### config.mk
export PLATFORM = sky130hd
export DESIGN_NAME = disp_rd_sched
export DESIGN_NICKNAME = d
export VERILOG_FILES = /design/src/rtl/disp_rd_sched.sv
export SDC_FILE = /design/constraint.sdc
export NUM_CORES = 1
export LEC_CHECK = 0
export CORE_MARGIN = 2
export CORE_UTILIZATION = 52
export DETAILED_ROUTE_END_ITERATION = 10
export HOLD_SLACK_MARGIN = 0.1
export MAX_ROUTING_LAYER = met4
export PLACE_DENSITY = 0.86
export SYNTH_ARGS = -nofsm -noshare
export SYNTH_HDL_FRONTEND = slang
export SYNTH_SLANG_ARGS = --single-unit
### constraint.sdc
create_clock -name clk -period 2.85 [get_ports clk]
set_input_delay 0.57 -clock clk [delete_from_list [all_inputs] [get_ports clk]]
set_output_delay 0.57 -clock clk [all_outputs]
set_load 0.05 [all_outputs]
### src/rtl/disp_rd_sched.sv
// Frame-buffer read scheduler: issues fixed-length burst reads for one frame at a time
// and forwards the returned words to the display FIFO, tagged with SOF/EOF.
module disp_rd_sched #(
  parameter int unsigned ADDR_W      = 24,
  parameter int unsigned BURST_LEN   = 16,
  parameter int unsigned FRAME_WORDS = 128000,
  parameter int unsigned MAX_OUTST   = 2,
  parameter int unsigned DSIZE       = 36
) (
  input  logic              clk,
  input  logic              rst_n,
  input  logic              enable,
  input  logic [ADDR_W-1:0] frame_base,
  input  logic              disp_fifo_rdy,
  output logic              rd_req,
  output logic [ADDR_W-1:0] rd_addr,
  input  logic              rd_gnt,
  input  logic              mem_rd_vld,
  input  logic [31:0]       mem_rd_data,
  output logic              burst_vld,
  output logic [DSIZE-1:0]  burst_rd_data,
  output logic              frame_done,
  output logic              busy,
  output logic              proto_err
);

  localparam int unsigned CNT_W    = $clog2(FRAME_WORDS);
  localparam int unsigned BEAT_W   = $clog2(BURST_LEN);
  localparam int unsigned N_BURSTS = FRAME_WORDS / BURST_LEN;

  typedef enum logic [2:0] {S_IDLE, S_LOAD, S_REQ, S_WAIT, S_DRAIN} state_t;

  state_t              state, state_nxt;
  logic                req_nxt;
  logic [ADDR_W-1:0]   base_q;
  logic [ADDR_W-1:0]   req_addr;
  logic [CNT_W-1:0]    burst_idx;
  logic [CNT_W-1:0]    word_cnt;
  logic [BEAT_W-1:0]   beat_cnt;
  logic [1:0]          outst;
  logic                done_seen;
  logic                issue, accept, last_beat, last_word, last_burst;

  assign issue      = rd_req & rd_gnt;
  assign accept     = mem_rd_vld & (outst != 2'd0);
  assign last_beat  = (beat_cnt == BEAT_W'(BURST_LEN - 1));
  assign last_word  = (word_cnt == CNT_W'(FRAME_WORDS - 1));
  assign last_burst = (burst_idx == CNT_W'(N_BURSTS - 1));
  assign busy       = (state != S_IDLE);

  // Burst offset is idx*BURST_LEN; the address wraps modulo 2^ADDR_W.
  assign req_addr = base_q + ADDR_W'({burst_idx, {BEAT_W{1'b0}}});

  always_ff @(posedge clk or negedge rst_n) begin
    if (!rst_n) state <= S_IDLE;
    else        state <= state_nxt;
  end

  always_comb begin
    state_nxt = state;
    req_nxt   = rd_req;
    case (state)
      S_IDLE:  if (enable) state_nxt = S_LOAD;
      S_LOAD:  state_nxt = S_WAIT;
      S_WAIT: begin
        if (disp_fifo_rdy && (outst < 2'(MAX_OUTST))) begin
          state_nxt = S_REQ;
          req_nxt   = 1'b1;
        end
      end
      S_REQ: begin
        if (rd_gnt) begin
          req_nxt   = 1'b0;
          state_nxt = last_burst ? S_DRAIN : S_WAIT;
        end
      end
      S_DRAIN: begin
        if ((outst == 2'd0) && (done_seen || frame_done))
          state_nxt = enable ? S_LOAD : S_IDLE;
      end
      default: state_nxt = S_IDLE;
    endcase
  end

  always_ff @(posedge clk or negedge rst_n) begin
    if (!rst_n) begin
      rd_req        <= 1'b0;
      rd_addr       <= '0;
      base_q        <= '0;
      burst_idx     <= '0;
      word_cnt      <= '0;
      beat_cnt      <= '0;
      outst         <= '0;
      done_seen     <= 1'b0;
      burst_vld     <= 1'b0;
      burst_rd_data <= '0;
      frame_done    <= 1'b0;
      proto_err     <= 1'b0;
    end else begin
      rd_req <= req_nxt;
      if (state == S_WAIT && state_nxt == S_REQ) rd_addr <= req_addr;

      if (state == S_LOAD) begin
        base_q    <= frame_base;
        burst_idx <= '0;
      end else if (issue) begin
        burst_idx <= burst_idx + CNT_W'(1);
      end

      // A grant and a burst completion in the same cycle cancel out.
      case ({issue, accept & last_beat})
        2'b10:   outst <= outst + 2'd1;
        2'b01:   outst <= outst - 2'd1;
        default: outst <= outst;
      endcase

      if (accept) begin
        beat_cnt      <= beat_cnt + BEAT_W'(1);
        word_cnt      <= last_word ? '0 : word_cnt + CNT_W'(1);
        burst_rd_data <= DSIZE'({last_word, (word_cnt == '0), mem_rd_data});
      end
      burst_vld  <= accept;
      frame_done <= accept & last_word;

      if (mem_rd_vld && (outst == 2'd0)) proto_err <= 1'b1;

      if (state == S_LOAD)  done_seen <= 1'b0;
      else if (frame_done)  done_seen <= 1'b1;
    end
  end

endmodule

Yosys cells after proc, flatten, opt, wreduce, memory -nomap -nowiden
Cells that the tools add are included.

cells by class
  equality and inequality tests = 12
  reduce and logical (&&, ||, !) cells = 15
  magnitude comparators = 1
  shift operators = 0
  bitwise gates (word level) = 4
  multiplexer cells = 16
  $mul = 0
  add/sub/neg operators = 6
  div/mod/pow operators = 0

operators with widths
  operator                 number
  $mux W17                 3
  $add A17 B1 Y17 const B  2
  $add A24 B21 Y24         1
  $eq A17 B13 Y1 const B   1
  $eq A17 B17 Y1 const B   1
  $logic_not A17 Y1        1
  $mux W3                  5
  $pmux W3 S5              1
  $reduce_bool A2 Y1       5
  $eq A3 B2 Y1 const B     3
  $mux W1                  5
  $add A4 B1 Y4 const B    1
  $and A1 B1 Y1            4
  $eq A4 B4 Y1 const B     1
  $logic_and A1 B1 Y1      4
  $ne A2 B2 Y1 const B     2
  $pmux W2 S2              1
  $eq A3 B1 Y1 const B     1
  $eq A3 B3 Y1 const B     1
  $logic_not A3 Y1         1
  $reduce_and A3 Y1        1
  $reduce_bool A3 Y1       1
  $add A2 B1 Y2 const B    1
  $eq A2 B1 Y1 const B     1
  6 further kinds          6

storage, ports and cells
  RAM bits = 0
  bits in latches = 0
  logic and storage cells = 67
  memories = 0
  register bits after elaboration = 130
  bits in read-only memories = 0

Longest topological paths before layout
Gate-level depths: netlist (run 1).

  depth after elaboration = 6
  gate-level depth with buffers = 9
  gate-level depth less buffers = 8

Worst setup path after synthesis (run 1)
OpenSTA, ideal clock, no wires.

  kind = register to register
  start = register burst_idx[0]
  end = register rd_addr[22]
  clock period less this slack = 2.193 ns
  arrival = 2.058 ns
  path slack = 0.657 ns
  path buffers = 0
  stages on the path, launching flop included = 9
  cell sequence = dfrtp_1 ha_1 fa_1 a211oi_1 o21ai_0 a21boi_0 o211ai_1 xnor2_1 o21ai_0

between the ends
  cells in the longest elaborated chain, start to end = 6

RTL lines
  element                 RTL line  source
  from (decl)             37        logic [CNT_W-1:0] burst_idx;
  from (signal assigned)  107       burst_idx <= burst_idx + CNT_W'(1);
  $eq A17 B13 Y1          48        assign last_burst = (burst_idx == CNT_W'(N_BURSTS - 1));
  $mux W3                 74        state_nxt = last_burst ? S_DRAIN : S_WAIT;
  $mux W3                 72        if (rd_gnt) begin
  $pmux W3 S5             62        case (state)
  $eq A3 B2 Y1            101       if (state == S_WAIT && state_nxt == S_REQ) rd_addr <= req_addr;
  $logic_and A1 B1 Y1     101
  to (signal assigned)    101
  to (decl)               16        output logic [ADDR_W-1:0] rd_addr,

Several ways; a longest one is shown, not always the timed one.
A chain may end at the register's enable or synchronous reset.

Final worst setup path (run 1)
  start = register state[0]
  end = output busy

between the ends
  cells in the longest elaborated chain, start to end = 1

RTL lines
  element                 RTL line  source
  from (decl)             33        state_t state, state_nxt;
  from (signal assigned)  56        else state <= state_nxt;
  $reduce_bool A3 Y1      49        assign busy = (state != S_IDLE);
  to (decl)               23        output logic busy,

No other way between the ends.

==> impl_metrics.toml, run 1 <==
[clock_tree]
clk_pin_slew_ns = 0.05
insertion_delay_ns = 0.43
clockBufferDepth = 2
htree_levels = 4
holdBufCountCts = 0
cts_setup_buffers = 0
cts.sinks = 130
cts_tree = "done"
cts_resized = 0
cts_buffers = 17
cts-root-buf = "clkbuf_16"

[flow_run]
drv_cap = 0

[timing]
skew_ns = 0.0114
rsz0062_at_grt = "no"
tns_ns = 0
worstMarginPinSlew_ns = 0.845
slew_violations = 0
relSlewSlack = 0.435
finalCriticalPeriod_ns = 2.62
finalCritPeriodShare = 0.918
hold_viol_final = 0
timing.fmax_mhz = 382
setup_viol = 0

[grt]
grt-ovfl-total = 0
antenna_found_initial = 0
grt_pass1_vias = 5282
track_usage = 0.249
grt_start_max_net_pins = 131
grt_pass1_wl_um = 24500

[yosys]
yosys_warnings = 0
synth_flop_cell = "dfrtp_1"
yosys.area.top_type_share = 0.522
synth_area_um2 = 6230
ys_seq_area_frac = 0.522
synth_edf_count = 0
syn_area_per_cell_um2 = 9.96
synth_top_area_cell = "dfrtp_1"
synth-seq-cells = 130
ys_types = 54
synthCells = 626
synthArstFlopShare = 1.00
synth.area.top_cells = "dfrtp_1 52%, nand2_1 9.6%, mux2_2 5.4%, ha_1 4.4%, xnor2_1 3.4%"

[die]
fp.dieH_um = 113
ios = 127
dieWidth_um = 113
initial_core_util = 0.539
coreArea_um2 = 11600
rows = 39
dieArea_um2 = 12900

[setup_path]
cp_slowest_cell = "clkdlybuf4s50_1"
cp_data_required_time_ns = 2.28
crit_arrival_ns = 2.05
reg2reg_slack_ns = 0.30
criticalPathCategory = "flop to primary output"
crit_buf_inv = 1
critPathTopFamily = "buffers and inverters"
path_cells = "or3_1 -> clkdlybuf4s50_1"
crit_fanout = 9
max_stage_delay_ns = 0.71
end_kind = "primary output"
worst_setup_path_start_kind = "flop"

[route]
routedWlPerCell_um = 16.3
firstDrtPassIters = 4
ant_nets = 0
dr_total_vias = 5101
routed_via_density = 5.61
drc = 0
drt_iter0_drc = 281
wl_um = 14800

[placed_design]
place_congestion = 0.949
io_buffers = 124
hpwl_um = 10100

[cells_and_area]
antenna_cells = 0
nNetsFinal = 838
final_cell_mix = "159 x nand2_1, 130 x dfrtp_1, 123 x clkdlybuf4s50_1, 39 x nor2_1, 31 x o21ai_0"
final_util = 0.711
area_growth_pct = 32.0
final_common_cell = "nand2_1"
drive_gt1_frac = 0.102
fill_cells = 808

[worst_hold_path]
hold_path.class = "input pin to async pin"

[status]
status = "completed"

[power_and_ir_drop]
ir_drop_mv = 0.889
p_per_area_nw_per_um2 = 1070
totalPowerFinal_mw = 8.78
p_leak_nw = 3.68
## flip-flops by register name (all words and copies together), names as in the netlist
register / flops
outst: 2
burst_rd_data: 34
burst_idx: 17
beat_cnt: 4
rd_req: 1
burst_vld: 1
frame_done: 1
state: 3
word_cnt: 17
proto_err: 1
rd_addr: 24
base_q: 24
done_seen: 1
## per-stage QoR
step                worst slack (ns)  cell area (µm²)  hold slack [ns]  std cells
floorplan                      0.657             6240            0.274        627
global placement               0.358             7630            0.446        877
detailed placement             0.302             7630            0.447        877
CTS                            0.225             8230            0.285        909
global route                   0.114             8230            0.306        909
finish                         0.233             8230            0.265        909
## cells in the mapped netlist, types with 7 or more instances
library cell / n
xnor2_1: 24
or3_1: 7
nand2_1: 159
nor2_1: 40
mux2_2: 30
o21ai_0: 31
dfrtp_1: 130
xor2_1: 22
a21oi_1: 26
ha_1: 22
nand3_1: 12
clkbuf_1: 15
nand4_1: 15
## power by group
group | internal, mW | leakage [nW] | total (mW) | switching [mW]
Sequential | 2.40 | 1.62 | 2.85 | 0.444
Combinational | 1.26 | 1.77 | 3.68 | 2.42
Clock | 1.45 | 0.295 | 2.24 | 0.790
## logic make-up (layout without fill, tap and decap cells)
group	after synthesis	after routing	share of synthesized area
AOI/OAI and AO/OA	91	91	0.0883
xor gates and xnor gates	46	46	0.0646
adders and majority gates	23	23	0.0474
buffers and inverters	30	169	0.0205
DFF	130	130	0.522
muxes	32	32	0.0574
other	1	2	0.000602
and+or+nand+nor	273	273	0.199
## metal layers
layer  GRT usage  vias up  routed length, µm
met4       0.100        0                342
met5           -        -                  0
met3      0.0824       36               1090
li1            -     2400                  -
met1       0.281     2454               6010
met2       0.414      211               7370
## path summary, 6_finish.rpt
check                                         startpoint                            end  cells after the start
worst max-delay path                  state[0]$_DFF_PN0_                           busy                      2
worst min-delay path                               rst_n          base_q[3]$_DFFE_PN0N_                      2
worst max register to register  burst_idx[0]$_DFFE_PN0P_        rd_addr[22]$_DFFE_PN0P_                      8
worst min register to register     proto_err$_DFFE_PN0P_          proto_err$_DFFE_PN0P_                      1
max in group asynchronous                          rst_n  burst_rd_data[18]$_DFFE_PN0P_                      2
min in group clk                   proto_err$_DFFE_PN0P_          proto_err$_DFFE_PN0P_                      1
## cell type report
class / instances / area (µm²) / area share
Clock buffer: 21 / 440 / 0.0535
Clock inverter: 11 / 161 / 0.0196
Multi-Input combinational cell: 467 / 2870 / 0.349
Sequential cell: 130 / 3250 / 0.395
Inverter: 6 / 22.5 / 0.00274
Timing Repair Buffer: 131 / 1300 / 0.158
Tap cell: 143 / 179 / 0.0217
(Power assumes the default switching activity.)
==> run 2: changes to the inputs <==
CORE_MARGIN = not set   (was 2)
GPL_TIMING_DRIVEN = 1   (was not set)
==> impl_metrics.toml, run 2 (same netlist as run 1, synthesis figures left out) <==
[clock_tree]
cts_tree = "done"
cts.sinks = 130
cts-root-buf = "clkbuf_16"
cts_buffers = 17
cts_setup_buffers = 0
clockBufferDepth = 2
holdBufCountCts = 0
insertion_delay_ns = 0.41
htree_levels = 4
cts_resized = 0
clk_pin_slew_ns = 0.05

[grt]
grt_pass1_vias = 5171
antenna_found_initial = 0
grt_start_max_net_pins = 94
grt-ovfl-total = 0
grt_pass1_wl_um = 24200
track_usage = 0.253

[placed_design]
place_congestion = 0.974
io_buffers = 124
hpwl_um = 10100
dpl_cell_area_um2 = 7630

[timing]
timing.fmax_mhz = 386
hold_viol_final = 0
finalCriticalPeriod_ns = 2.59
setup_viol = 0
tns_ns = 0
finalCritPeriodShare = 0.910
relSlewSlack = 0.501
worstMarginPinSlew_ns = 0.747
rsz0062_at_grt = "no"
slew_violations = 0
skew_ns = 0.00732

[route]
dr_total_vias = 5034
ant_nets = 0
firstDrtPassIters = 7
routedWlPerCell_um = 15.5
drt_iter0_drc = 248
drc = 8
wl_um = 14100
routed_via_density = 5.53

[cells_and_area]
largest_reg_flops = 34
drive_gt1_frac = 0.106
nNetsFinal = 839
top_register = "burst_rd_data"
antenna_cells = 0
area_growth_pct = 31.4
reg_top3 = "burst_rd_data (34), base_q (24), rd_addr (24)"
final_cell_mix = "159 x nand2_1, 130 x dfrtp_1, 123 x clkdlybuf4s50_1, 39 x nor2_1, 31 x o21ai_0"
final_common_cell = "nand2_1"
fin_area_um2 = 8190

[setup_path]
crit_fanout = 4
max_stage_delay_ns = 0.44
cp_slowest_cell = "fa_1"
critical_path.reg2reg.startpoint = "burst_idx[0]$_DFFE_PN0P_"
reg2reg_slack_ns = 0.26
crit_top_cell = "o21ai_0"
cp_data_required_time_ns = 3.13
end_kind = "flop"
criticalPathCategory = "flop to flop"
crit_start = "burst_idx[0]$_DFFE_PN0P_"
worst_setup_path_start_kind = "flop"
r2r_end = "rd_addr[22]$_DFFE_PN0P_"
path_cells = "ha_1 -> fa_1 -> a211oi_1 -> o21ai_0 -> a21boi_0 -> o211ai_1 -> xnor2_1 -> o21ai_0"
ff2ff_path_depth = 8
crit_arrival_ns = 2.87
crit_end = "rd_addr[22]$_DFFE_PN0P_"

[die]
dieWidth_um = 111
initial_core_util = 0.539
coreArea_um2 = 11600
dieArea_um2 = 12400
fp.dieH_um = 111
ios = 127
rows = 39

[worst_hold_path]
hold_path.class = "input pin to async pin"

[status]
violations = "DRC"
status = "complete, but fails checks"

[power_and_ir_drop]
p_per_area_nw_per_um2 = 1040
p_leak_nw = 3.67
ir_drop_mv = 0.772

[flow_run]
drv_cap = 0
==> run 2: cell type report <==
cell class                 count  area, µm²
multi-input combinational    467       2870
clock inverter                10       83.8
fill                         832       3370
tap                          143        179
timing repair buffer         132       1310
clock buffer                  22        474
inverter                       6       22.5
sequential                   130       3250
==> run 2: power breakdown <==
group | total, mW | switching (mW) | internal, mW
logic | 3.67 | 2.41 | 1.27
clock network | 2.02 | 0.758 | 1.26
registers | 2.85 | 0.442 | 2.41
==> run 2: worst min-delay path by stage <==
| stage | endpoint | slack, ns | cells after the start |
|---|---|---|---|
| global route | rd_req$_DFFE_PN0P_ | 0.16 | 1 |
| finish | base_q[3]$_DFFE_PN0N_ | 0.13 | 1 |
| global placement | proto_err$_DFFE_PN0P_ | 0.45 | 1 |
| floorplan | base_q[0]$_DFFE_PN0N_ | 0.27 | 0 |
| CTS | rd_addr[7]$_DFFE_PN0P_ | 0.13 | 1 |
| detailed placement | proto_err$_DFFE_PN0P_ | 0.45 | 1 |
==> run 2: critical path, delay by kind of cell (launching register included) <==
family	cells	cell delay [ns]
AO/OA/AOI/OAI	5	1.20
XOR/XNOR	1	0.15
adder cells (fa/ha/maj)	2	0.69
flip-flops	1	0.42
==> run 2: per-stage QoR <==
step,power (mW),setup slack [ns],hold slack (ns),std cells,utilization
6_report,8.54,0.257,0.125,910,0.708
5_1_grt,8.98,0.00213,0.157,910,0.708
4_1_cts,8.59,0.251,0.132,910,0.708
3_5_place_dp,6.53,0.301,0.451,878,0.660
3_3_place_gp,6.41,0.378,0.448,878,0.660
2_1_floorplan,5.23,0.657,0.274,627,-
==> run 2: per-layer routing <==
metal	GRT usage	vias up	wire, µm
met3	0.0800	21	895
met4	0.0865	0	223
met1	0.293	2436	6060
met2	0.418	174	6900
met5	-	-	0
li1	-	2403	-
==> RTL edit: new RTL, flow settings as in run 1 <==
`BURST_LEN`: 16 -> 32.
--- a/src/rtl/disp_rd_sched.sv
+++ b/src/rtl/disp_rd_sched.sv
@@ -3,5 +3,5 @@
 module disp_rd_sched #(
   parameter int unsigned ADDR_W      = 24,
-  parameter int unsigned BURST_LEN   = 16,
+  parameter int unsigned BURST_LEN   = 32,
   parameter int unsigned FRAME_WORDS = 128000,
   parameter int unsigned MAX_OUTST   = 2,
Formal check against the unedited RTL: not equivalent (a bounded check fails within 10 cycles, from zero or initial values and one cycle with rst_n low).
==> RTL edit against run 1 <==
Cell area increased by 0.41%; wire length decreased by 8.7%; setup slack better by 20 ps; area after synthesis up 0.38%; clock skew up 0.87 ps; sequential share of layout area is 0.14 points higher; total power shrank 2.4%; count of clock-buffer cells in the layout up 2; largest power group unchanged; hold slack improved by 190 ps; critical path depth did not move; sequential cell count grew 1; critical path type unchanged; sequential power about the same; first-iteration DRC count fell by 1.8%.
==> RTL edit: results (changes against run 1) <==
** CTS
- The largest buffer count on any clock path is 2 (unchanged).
- Clock Tree Root :: sky130_fd_sc_hd__clkbuf_16 (unchanged)
- CTS Buf Count :: 17 (unchanged)
- Skew-Pair Late Insertion Delay :: 420 ps
- After clock tree synthesis, the clock-pin slew on the worst setup and hold paths is 60 ps.
- Number of levels the H-tree was split into :: 4 (unchanged)
- Number of resized instances in the post-cts repair step :: 0 (unchanged)

** Synth
- The synthesis warning total is 0 (unchanged).
- Seq/Total Area, Yosys :: 52.39% (was 52.19%)
- Library cells used by synthesis :: 57 (was 54)
- Post-synth ARST share :: 100.0% (unchanged)
- Synth top area cells: sky130_fd_sc_hd__dfrtp_1 (52%), sky130_fd_sc_hd__nand2_1 (8.9%), sky130_fd_sc_hd__mux2_2 (5.8%) (was sky130_fd_sc_hd__dfrtp_1 (52%), sky130_fd_sc_hd__nand2_1 (9.6%), sky130_fd_sc_hd__mux2_2 (5.4%)).
- The most frequently used flop master after synthesis is sky130_fd_sc_hd__dfrtp_1 (unchanged).
- Most frequent cells after synthesis :: sky130_fd_sc_hd__nand2_1 (149), sky130_fd_sc_hd__dfrtp_1 (131), sky130_fd_sc_hd__nor2_1 (44) (was sky130_fd_sc_hd__nand2_1 (159), sky130_fd_sc_hd__dfrtp_1 (130), sky130_fd_sc_hd__nor2_1 (40))

** Worst setup path
- The maximum net fanout on the critical path is 9 (unchanged).
- Arrival time reported for the critical path endpoint :: 2030 ps (was 2050 ps)

** Global routing
- Number of antenna violations at the first check in global routing :: 0 (unchanged)
- The total global routing track utilization came to 23.00% (was 24.95%).
- The number of global-route vias before repair came to 4940 (was 5282).
- The first-pass GRT wire length was 22970 microns (was 24520 microns).
- The pin count of the biggest net entering global routing was 72 (was 131).

** Route
- Number of detailed-route iterations in the first pass :: 4 (unchanged)
- Number of DRC markers in iteration 0 :: 276 (was 281)
- The vias after detailed routing came to 4802 (was 5101).
- Final WL :: 13530 microns (was 14810 microns)

** Pwr
- The peak supply drop came to 695.1 uV (was 889.3 uV).
- P_leak :: 3.805 nW (was 3.682 nW)

** Timing
- The setup skew after layout was 12.24 ps (was 11.37 ps).
- Worst-margin pin slew :: 529.7 ps (was 844.8 ps)

** Placement
- Worst Setup Slack post-DPL :: 387.8 ps (was 301.7 ps)
- The count of port buffers added during placement came to 124 (unchanged).
- The half-perimeter wire length after placement came to 9539 microns (was 10130 microns).
- The final estimated routing congestion in global placement was 0.8560 (was 0.9485).

** Cells and area
- The ratio of cells with drive above 1 in the final layout came to 10.99% (was 10.18%).
- Leading registers by flop count: burst_rd_data (34), base_q (24), rd_addr (24) (unchanged).
- The number of antenna repair diodes came to 0 (unchanged).
- Final-stage net count :: 837 (was 838)

** Outcome
- Status :: finished clean (unchanged)

** Hold path
- Class of the worst hold path :: reg2reg (was in2async)
## RTL edit: layout make-up
cell class,instances,area (sq um)
multi-input combinational,458,2845
clock buffer,23,488.0
fill,856,3600
timing repair buffer,131,1319
clock inverter,9,102.6
tap,147,183.9
inverter,12,45.04
sequential,131,3278
## RTL edit: critical path, cell delays in order, from the launching register on
cell and delay (ps):
sky130_fd_sc_hd__dfrtp_1 480, sky130_fd_sc_hd__or3_1 420, sky130_fd_sc_hd__clkdlybuf4s50_1 710
## RTL edit: timing repair
action | 4_1_cts | 5_1_grt
hold endpoints to repair | 12 | 0
setup buffers | 0 | 0
setup endpoints to repair | 0 | 0
hold buffers | 1 | 0
## RTL edit: report_power, final
group	leakage [nW]	switching (mW)	internal (mW)
Clock	0.285	0.777	1.37
Combinational	1.86	2.30	1.25
Sequential	1.66	0.434	2.42
## RTL edit: metal layers
layer	up-vias	routed length [microns]	track usage, %	part of all wire [%]
met4	0	183	8.374	1.4
met2	128	6670	37.01	49
met1	2293	6006	28.18	44
met5	-	0	-	0
met3	16	666	6.164	4.9
li1	2365	-	-	-
## RTL edit: worst paths after layout
path | startpoint | end | slack [ps] | depth (start not counted)
setup reg to reg | burst_idx[0] | rd_addr[15] | 370 | 9
min in group asynchronous | rst_n | base_q[7] | 540 | 2
hold / removal | proto_err | proto_err | 460 | 1
hold reg to reg | proto_err | proto_err | 460 | 1
setup / recovery | state[1] | busy | 250 | 2
max in group asynchronous | rst_n | burst_idx[13] | 1680 | 3
## RTL edit: kinds of logic (layout without fill, tap and decap cells)
| logic type | count (synthesis) | in the layout | share of synthesized area, % |
|---|---|---|---|
| multiplexers | 33 | 33 | 5.919 |
| other | 1 | 2 | 0.05993 |
| AO/OA/AOI/OAI | 88 | 88 | 8.978 |
| AND/OR/NAND/NOR | 263 | 263 | 18.60 |
| flip-flops | 131 | 131 | 52.39 |
| buffers and inverters | 36 | 175 | 2.419 |
| XOR/XNOR | 48 | 48 | 6.719 |
| adder cells (fa/ha/maj) | 24 | 24 | 4.919 |
## RTL edit: through the flow
| step | power (mW) | cell area, sq um | utilization, % | std cells |
|---|---|---|---|---|
| CTS | 8.630 | 8262 | 69.65 | 911 |
| detailed placement | 6.449 | 7661 | 64.59 | 878 |
| global placement | 6.331 | 7661 | 64.59 | 878 |
| finish | 8.561 | 8262 | 69.65 | 911 |
| floorplan | 5.200 | 6261 | - | 625 |
| global route | 9.011 | 8262 | 69.65 | 911 |
